<file path="config.mk">
export PLATFORM = sky130hd
export DESIGN_NAME = vec_alu_engine
export DESIGN_NICKNAME = d
export VERILOG_FILES = /design/src/rtl/vec_alu_engine.sv
export SDC_FILE = /design/constraint.sdc
export NUM_CORES = 2
export LEC_CHECK = 0
export CORE_MARGIN = 8
export CORE_UTILIZATION = 40
export CTS_BUF_LIST = sky130_fd_sc_hd__clkbuf_4
export DETAILED_ROUTE_END_ITERATION = 7
export GPL_TIMING_DRIVEN = 0
export PLACE_DENSITY = 0.71
export REMOVE_ABC_BUFFERS = 1
export SETUP_SLACK_MARGIN = 0.5
export SLEW_MARGIN = 20
export SYNTH_ARGS = -nofsm -noshare
export SYNTH_HDL_FRONTEND = slang
export SYNTH_SLANG_ARGS = --single-unit
</file>
<file path="constraint.sdc">
create_clock -name clock -period 6.1 [get_ports clock]
set_input_delay 1.22 -clock clock [delete_from_list [all_inputs] [get_ports clock]]
set_output_delay 1.22 -clock clock [all_outputs]
set_load 0.01 [all_outputs]
</file>
<file path="src/rtl/vec_alu_engine.sv">
// Vector ALU engine: streams A and B from memory in chunks of up to BURST_LEN beats,
// applies a lane-wise add/sub/max/min and writes C back, counting cycles launch-to-finish.
module vec_alu_engine #(
   parameter int MEM_LEN_BITS   = 8,
   parameter int MEM_ADDR_BITS  = 32,
   parameter int MEM_DATA_BITS  = 64,
   parameter int HOST_DATA_BITS = 32,
   parameter int LANE_BITS      = 8,
   parameter int BURST_LEN      = 8
) (
   input  logic                      clock,
   input  logic                      reset,
   input  logic                      launch,
   input  logic [1:0]                op,
   input  logic [HOST_DATA_BITS-1:0] length,
   input  logic [HOST_DATA_BITS-1:0] a_addr,
   input  logic [HOST_DATA_BITS-1:0] b_addr,
   input  logic [HOST_DATA_BITS-1:0] c_addr,
   output logic                      finish,
   output logic                      event_counter_valid,
   output logic [HOST_DATA_BITS-1:0] event_counter_value,
   output logic                      mem_req_valid,
   output logic                      mem_req_opcode,
   output logic [MEM_LEN_BITS-1:0]   mem_req_len,
   output logic [MEM_ADDR_BITS-1:0]  mem_req_addr,
   output logic                      mem_wr_valid,
   output logic [MEM_DATA_BITS-1:0]  mem_wr_bits,
   input  logic                      mem_rd_valid,
   input  logic [MEM_DATA_BITS-1:0]  mem_rd_bits,
   output logic                      mem_rd_ready
);

   localparam int LANES      = MEM_DATA_BITS / LANE_BITS;
   localparam int BEAT_BYTES = MEM_DATA_BITS / 8;
   localparam int IDX_W      = (BURST_LEN > 1) ? $clog2(BURST_LEN) : 1;
   localparam int BW         = IDX_W + 1;
   localparam logic [HOST_DATA_BITS-1:0] BURST_H   = HOST_DATA_BITS'(BURST_LEN);
   localparam logic [BW-1:0]             BEATS_MAX = BW'(BURST_LEN);

   localparam logic [2:0] IDLE      = 3'd0;
   localparam logic [2:0] RD_A_REQ  = 3'd1;
   localparam logic [2:0] RD_A_DATA = 3'd2;
   localparam logic [2:0] RD_B_REQ  = 3'd3;
   localparam logic [2:0] RD_B_DATA = 3'd4;
   localparam logic [2:0] WR_REQ    = 3'd5;
   localparam logic [2:0] WR_DATA   = 3'd6;
   localparam logic [2:0] DONE      = 3'd7;

   logic [2:0]                state;
   logic [1:0]                op_r;
   logic [HOST_DATA_BITS-1:0] remaining;
   logic [MEM_ADDR_BITS-1:0]  a_ptr, b_ptr, c_ptr;
   logic [IDX_W-1:0]          idx;
   logic [HOST_DATA_BITS-1:0] cycles;
   logic [BW-1:0]             beats;
   logic                      last_beat;
   logic [MEM_ADDR_BITS-1:0]  step;
   logic [MEM_DATA_BITS-1:0]  a_buf [BURST_LEN];
   logic [MEM_DATA_BITS-1:0]  c_buf [BURST_LEN];

   function automatic logic [MEM_DATA_BITS-1:0] lane_op(input logic [1:0] sel,
                                                        input logic [MEM_DATA_BITS-1:0] a,
                                                        input logic [MEM_DATA_BITS-1:0] b);
      logic [LANE_BITS-1:0] x, y, r;
      lane_op = '0;
      for (int i = 0; i < LANES; i++) begin
         x = a[i*LANE_BITS +: LANE_BITS];
         y = b[i*LANE_BITS +: LANE_BITS];
         case (sel)
            2'd0:    r = x + y;
            2'd1:    r = x - y;
            2'd2:    r = (x > y) ? x : y;
            default: r = (x < y) ? x : y;
         endcase
         lane_op[i*LANE_BITS +: LANE_BITS] = r;
      end
   endfunction

   // remaining stays constant for a whole chunk, so beats can be derived from it directly
   assign beats     = (remaining > BURST_H) ? BEATS_MAX : remaining[BW-1:0];
   assign last_beat = ({1'b0, idx} == (beats - BW'(1)));
   assign step      = MEM_ADDR_BITS'(beats) * MEM_ADDR_BITS'(BEAT_BYTES);

   always_ff @(posedge clock) begin
      if (reset) begin
         state     <= IDLE;
         op_r      <= '0;
         remaining <= '0;
         a_ptr     <= '0;
         b_ptr     <= '0;
         c_ptr     <= '0;
         idx       <= '0;
         cycles    <= '0;
      end else begin
         if (state != IDLE && state != DONE && cycles != '1)
            cycles <= cycles + HOST_DATA_BITS'(1);
         case (state)
            IDLE: if (launch) begin
               op_r      <= op;
               remaining <= length;
               a_ptr     <= MEM_ADDR_BITS'(a_addr);
               b_ptr     <= MEM_ADDR_BITS'(b_addr);
               c_ptr     <= MEM_ADDR_BITS'(c_addr);
               idx       <= '0;
               cycles    <= HOST_DATA_BITS'(1);
               state     <= (length == '0) ? DONE : RD_A_REQ;
            end
            RD_A_REQ: state <= RD_A_DATA;
            RD_A_DATA: if (mem_rd_valid) begin
               idx <= last_beat ? '0 : idx + IDX_W'(1);
               if (last_beat) state <= RD_B_REQ;
            end
            RD_B_REQ: state <= RD_B_DATA;
            RD_B_DATA: if (mem_rd_valid) begin
               idx <= last_beat ? '0 : idx + IDX_W'(1);
               if (last_beat) state <= WR_REQ;
            end
            WR_REQ: state <= WR_DATA;
            WR_DATA: if (last_beat) begin
               idx       <= '0;
               remaining <= remaining - HOST_DATA_BITS'(beats);
               a_ptr     <= a_ptr + step;
               b_ptr     <= b_ptr + step;
               c_ptr     <= c_ptr + step;
               state     <= (remaining == HOST_DATA_BITS'(beats)) ? DONE : RD_A_REQ;
            end else begin
               idx <= idx + IDX_W'(1);
            end
            DONE:    state <= IDLE;
            default: state <= IDLE;
         endcase
      end
   end

   always_ff @(posedge clock) begin
      if (state == RD_A_DATA && mem_rd_valid)
         a_buf[idx] <= mem_rd_bits;
      if (state == RD_B_DATA && mem_rd_valid)
         c_buf[idx] <= lane_op(op_r, a_buf[idx], mem_rd_bits);
   end

   always_comb begin
      mem_req_valid  = (state == RD_A_REQ) || (state == RD_B_REQ) || (state == WR_REQ);
      mem_req_opcode = (state == WR_REQ);
      mem_req_len    = mem_req_valid ? MEM_LEN_BITS'(beats - BW'(1)) : '0;
      case (state)
         RD_A_REQ: mem_req_addr = a_ptr;
         RD_B_REQ: mem_req_addr = b_ptr;
         WR_REQ:   mem_req_addr = c_ptr;
         default:  mem_req_addr = '0;
      endcase
      mem_rd_ready        = (state == RD_A_DATA) || (state == RD_B_DATA);
      mem_wr_valid        = (state == WR_DATA);
      mem_wr_bits         = (state == WR_DATA) ? c_buf[idx] : '0;
      finish              = (state == DONE);
      event_counter_valid = (state == DONE);
      event_counter_value = cycles;
   end

endmodule

</file>
# Word level (Yosys, flattened, before mapping)
# Memories as Yosys holds them, arrays and structs flattened. A register that Yosys moved wholly into a read port is not among the register bits.
# Cells that the tools add are included.
# word_totals
reg_bits,168
elab_cells,161
mem_count,2
latch_bits,0
in_bits,198
romBits,0
mem_bits_rw,1024
# mem_list
name,words,word_bits,read_ports,rd_ports_with_merged_regs,write_ports,line,text
a_buf,8,64,1,1,1,58,logic [MEM_DATA_BITS-1:0] a_buf [BURST_LEN];
c_buf,8,64,1,1,1,59,logic [MEM_DATA_BITS-1:0] c_buf [BURST_LEN];
# op_classes
n_mux,72
shifts,0
n_eq_ne,20
n_reduce_logical,18
multipliers,0
bitwise,0
order_cmp,17
n_div,0
n_addsub,24
# ops
operator,count
$mux W32,11
$pmux W32 S2,4
$mux W8,25
$pmux W8 S3,8
$add A32 B7 Y32,3
$pmux W32 S3,1
$add A8 B8 Y8,8
$gt A8 B8 Y1,8
$lt A8 B8 Y1,8
$mux W64,1
$sub A8 B8 Y8,8
$mux W3,15
$add A32 B1 Y32 const B,1
$eq A32 B4 Y1,1
$gt A32 B4 Y1 const B,1
$logic_not A32 Y1,1
$ne A32 B32 Y1 const B,1
$sub A32 B4 Y32,1
$pmux W3 S8,1
$eq A3 B3 Y1 const B,4
$ne A2 B2 Y1 const B,5
$pmux W3 S3,1
$eq A3 B2 Y1 const B,2
$reduce_and A3 Y1,2
other kinds (20),30

# Logic depth before layout (Yosys ltp)
# depth
depth_word,9
ltp_mapped,17
ltp_nobuf,14

# Worst setup path before layout
# No wires, ideal clock.
# synth_timing
path_kind,input port to flip-flop
startpoint,input port mem_rd_valid
endpoint,memory a_buf[0][0] (enable)
setup_slack_ns,-0.414
t_arrival_ns,5.950
required_time_ns,5.535
path_buffers,0
cell_stages,4
cell_sequence,nand2_1 > nor3_1 > nand2b_1 > nor3_1
# synth_via
elab_chain_len,3
# synth_rtl
item,line,text
from (decl),28,"input logic mem_rd_valid,"
$logic_and A1 B1 Y1,136,if (state == RD_A_DATA && mem_rd_valid)
$mux W1,136,
$mux W1 (not written as such),137,a_buf[idx] <= mem_rd_bits;
to (decl),58,
# No other way between the ends.

# Worst setup path in the final report
# layout_timing
startpoint,register remaining[26]
endpoint,output port mem_req_len[4]
# layout_via
elab_chain_len,4
# layout_rtl
item,line,text
from (decl),51,logic [HOST_DATA_BITS-1:0] remaining;
from (signal assigned),100,remaining <= length;
from (signal assigned),121,remaining <= remaining - HOST_DATA_BITS'(beats);
$gt A32 B4 Y1,80,assign beats = (remaining > BURST_H) ? BEATS_MAX : remaining[BW-1:0];
$mux W4,80,
$sub A4 B1 Y5,145,mem_req_len = mem_req_valid ? MEM_LEN_BITS'(beats - BW'(1)) : '0;
$mux W8,145,
to (decl),24,"output logic [MEM_LEN_BITS-1:0] mem_req_len,"
# No other way between the ends.

==> qor.json <==
{
  "setup_path": {
    "kind_of_critical_path": "reg2out",
    "critPathMostFrequentCell": "sky130_fd_sc_hd__or3_1",
    "timing.critical_path.cells": "or3_4, or3_1, or2_4, nor3_4, inv_4, or3_1, nor2_4, clkdlybuf4s50_1",
    "timing.critical_path.fanout_max": 11,
    "critical-path-top-delay-family": "simple AND/OR/NAND/NOR gates",
    "critPathSlowestCell": "sky130_fd_sc_hd__clkdlybuf4s50_1",
    "required_arrival_time_at_the_worst_endpoint_ns": 4.88,
    "category_of_the_worst_setup_path_capture_point": "output port",
    "critical_path_arrival_ns": 4.21,
    "critical_path.n_buffers_inverters": 2,
    "critical_path.startpoint_type": "flop",
    "delay_of_the_slowest_cell_on_the_worst_path_ns": 0.58
  },
  "route": {
    "wl_met1_um": 63200,
    "post_drt_wl_per_cell_um": 23.6,
    "dr_wl_met2_um": 73300,
    "detailroute.via_count": 37300,
    "drc": 0,
    "top_layer": "met5",
    "dr_wl_met3_um": 13400,
    "dr.pass1.iters": 7,
    "drt-vias-per-instance": 5.68,
    "detail-route-antenna-nets": 0,
    "drt_first_iter_violations": 3200,
    "routed_wirelength_um": 155000
  },
  "placement": {
    "globalplace.congestion": 0.895,
    "portBuffers": 339,
    "placedInstanceArea_sq_um": 63000,
    "post-place-ws_ns": -0.421,
    "placed_cells": 5996,
    "place.detailed.hpwl_um": 104000
  },
  "cts": {
    "tritoncts": "built",
    "cts-htree-levels": 5,
    "clk_sinks": 1195,
    "clkLatencyLatePin_ns": 1.21,
    "cts_root_buf": "sky130_fd_sc_hd__clkbuf_4",
    "numCtsBuffers": 331,
    "cts_max_path_buffers": 4,
    "clock_pin_slew_worst_setup_and_hold_paths_ns": 0.07
  },
  "synth": {
    "synth_top_cells_by_area": "sky130_fd_sc_hd__edfxtp_1, sky130_fd_sc_hd__mux4_2, sky130_fd_sc_hd__dfxtp_1",
    "asyncSetResetFlopFracSynth_pct": 0,
    "netlist_area_sq_um": 55600,
    "synth_register_bits": 1195,
    "ys_warn_count": 0,
    "synth_enable_flop_cells": 1024,
    "synth.avg_cell_area_sq_um": 14.1,
    "synth_seq_area_share_pct": 61.4,
    "yosys.area.top_type": "sky130_fd_sc_hd__edfxtp_1",
    "synth_top_area_share_pct": 55.3,
    "postSynth.topFlopCell": "sky130_fd_sc_hd__edfxtp_1",
    "netlist-cell-type-count": 82,
    "synthMostInstantiatedCell": "sky130_fd_sc_hd__edfxtp_1",
    "ranking_of_synthesized_cells_by_instance_count": "sky130_fd_sc_hd__edfxtp_1, sky130_fd_sc_hd__nand2_1, sky130_fd_sc_hd__nor2_1",
    "syn_inst": 3953
  },
  "layout": {
    "final_core_util_pct": 48.4,
    "fillerInstances": 11900,
    "finish.net_count": 4888,
    "final_cell_count_without_fillers": 6559,
    "ff_latch_area_sq_um": 34200,
    "layout-area-overhead-vs-synth_pct": 20.8,
    "final_area_sq_um": 67200,
    "multi_input_combinational_cell_area_sq_um": 20400,
    "drive_gt1_share_pct": 21.6
  },
  "flow_run": {
    "drv.max_cap_violation_count": 0
  },
  "global_route": {
    "grt_overflow_total": 0,
    "antenna_found_initial": 20,
    "grt_first_pass_wirelength_um": 232000,
    "first_global_vias": 37600,
    "track_usage_pct": 20.0,
    "grt_start_max_net_pins": 86
  },
  "min_path": {
    "hp-class": "reg2reg"
  },
  "pwr": {
    "irDropWorstVdd_uv": 185,
    "cell_pwr_density_nw_per_um2": 289,
    "power_leakage_nw": 22.3
  },
  "floorplanning": {
    "floorplan.initialDensity_pct": 40.1,
    "die_x_um": 389,
    "core_area_sq_um": 139000,
    "placementRows": 137,
    "design.portCount": 340,
    "die-height_um": 389,
    "design.die.area_sq_um": 151000
  },
  "timing": {
    "finalCritPeriodShare_pct": 89.1,
    "skew_ns": 0.108,
    "finalHoldViolations": 0,
    "finalMaxSlewViolations": 0,
    "post-route-worst-setup-slack_ns": 0.668,
    "grt_setup_unrepaired": "yes",
    "setup_violations": 0,
    "clock.fmax_mhz": 184,
    "totalNegativeSetupSlack_ns": 0,
    "relSlewSlack_pct": 32.5,
    "worst-slew-pin-transition_ns": 1.00,
    "final.min_clock_period_ns": 5.43
  },
  "outcome": {
    "run_status": "complete, no violations"
  }
}
## placed cells by master (no fill, tap or decap), types with 44 or more instances in the layout
| master | n |
|---|---|
| sky130_fd_sc_hd__a21oi_1 | 211 |
| sky130_fd_sc_hd__buf_12 | 44 |
| sky130_fd_sc_hd__clkbuf_4 | 465 |
| sky130_fd_sc_hd__clkdlybuf4s50_1 | 332 |
| sky130_fd_sc_hd__clkinv_1 | 57 |
| sky130_fd_sc_hd__dfxtp_1 | 163 |
| sky130_fd_sc_hd__edfxtp_1 | 1024 |
| sky130_fd_sc_hd__ha_1 | 136 |
| sky130_fd_sc_hd__inv_1 | 127 |
| sky130_fd_sc_hd__mux2_2 | 66 |
| sky130_fd_sc_hd__mux2i_1 | 116 |
| sky130_fd_sc_hd__mux4_2 | 256 |
| sky130_fd_sc_hd__nand2_1 | 281 |
| sky130_fd_sc_hd__nor2_1 | 255 |
| sky130_fd_sc_hd__nor3_1 | 70 |
| sky130_fd_sc_hd__o211ai_1 | 88 |
| sky130_fd_sc_hd__o21ai_0 | 147 |
| sky130_fd_sc_hd__o22ai_1 | 44 |
| sky130_fd_sc_hd__xnor2_1 | 56 |
## where the power goes
part | internal [mW] | switching (mW) | leakage, nW | total, mW
clock | 3.56 | 3.25 | 2.31 | 6.81
sequential | 9.39 | 0.213 | 10.6 | 9.60
combinational | 1.25 | 1.77 | 9.39 | 3.02
## through the flow
step                      power (mW)  hold slack [ns]
after floorplan                 11.8            0.430
after CTS                       19.6            0.249
after global placement          12.8            0.443
final                           19.4            0.457
after global routing            20.4            0.350
after detailed placement        12.7            0.451
## kinds of logic (layout without fill, tap and decap cells)
group	after synthesis	after routing	synth area share, %
muxes	449	449	14.0
buffers and inverters	364	1149	2.53
adders and majority gates	155	155	3.74
other	1	15	0.00674
xor gates and xnor gates	74	74	1.17
AOI/OAI and AO/OA	798	798	9.37
DFF	1195	1195	61.4
and+or+nand+nor	917	917	7.77
## registers in the layout, summed over array words and instances (netlist names), 3 cells and up, named ones only
name / count
remaining: 32
state: 3
b_ptr: 32
a_buf: 512
idx: 3
a_ptr: 32
c_buf: 512
c_ptr: 32
event_counter_value: 32
## worst register-to-register path, stage by stage, from the launching register on
cell	delay, ns
sky130_fd_sc_hd__dfxtp_4	0.41
sky130_fd_sc_hd__buf_16	0.22
sky130_fd_sc_hd__buf_16	0.30
sky130_fd_sc_hd__buf_16	0.30
sky130_fd_sc_hd__mux4_2	0.59
sky130_fd_sc_hd__mux2_2	0.30
sky130_fd_sc_hd__inv_1	0.06
sky130_fd_sc_hd__ha_1	0.16
sky130_fd_sc_hd__inv_1	0.07
sky130_fd_sc_hd__fa_1	0.41
sky130_fd_sc_hd__a21o_1	0.18
sky130_fd_sc_hd__a21o_1	0.21
sky130_fd_sc_hd__a221oi_1	0.49
sky130_fd_sc_hd__mux2i_4	0.59
sky130_fd_sc_hd__nand2_1	0.11
sky130_fd_sc_hd__o211ai_1	0.11
sky130_fd_sc_hd__o21ai_0	0.34
## cell type report
cell class,count,area share [%]
clock buffer,465,5.20
clock inverter,71,0.501
antenna,14,0.0521
inverter,130,0.739
multi-input combinational,2394,30.3
tap,1807,3.37
sequential,1195,50.9
timing repair buffer,483,8.92
## worst paths after layout
path            startpoint  slack, ns        endpoint  cells after the start
min reg2reg       a_ptr[0]       0.46        a_ptr[0]                      2
max reg2reg           flop       0.92    c_buf[4][11]                     16
max          remaining[26]       0.67  mem_req_len[4]                      8
min               a_ptr[0]       0.46        a_ptr[0]                      2
## layer usage
metal  vias to the layer above  GRT usage [%]
met5                         -              0
met4                        10           7.25
met3                       317           5.40
met2                      1637           32.5
met1                     18600           25.8
li1                      16700              -
## repair_timing
action	in CTS	in global routing
buffers inserted	8	0
pin swaps	1	0
gates resized for setup	9	13
endpoints found under the hold margin	0	0
gates cloned	4	1
endpoints found under the setup margin	389	120
hold buffers	0	0
No activity file was read; power rests on OpenSTA's default activity.
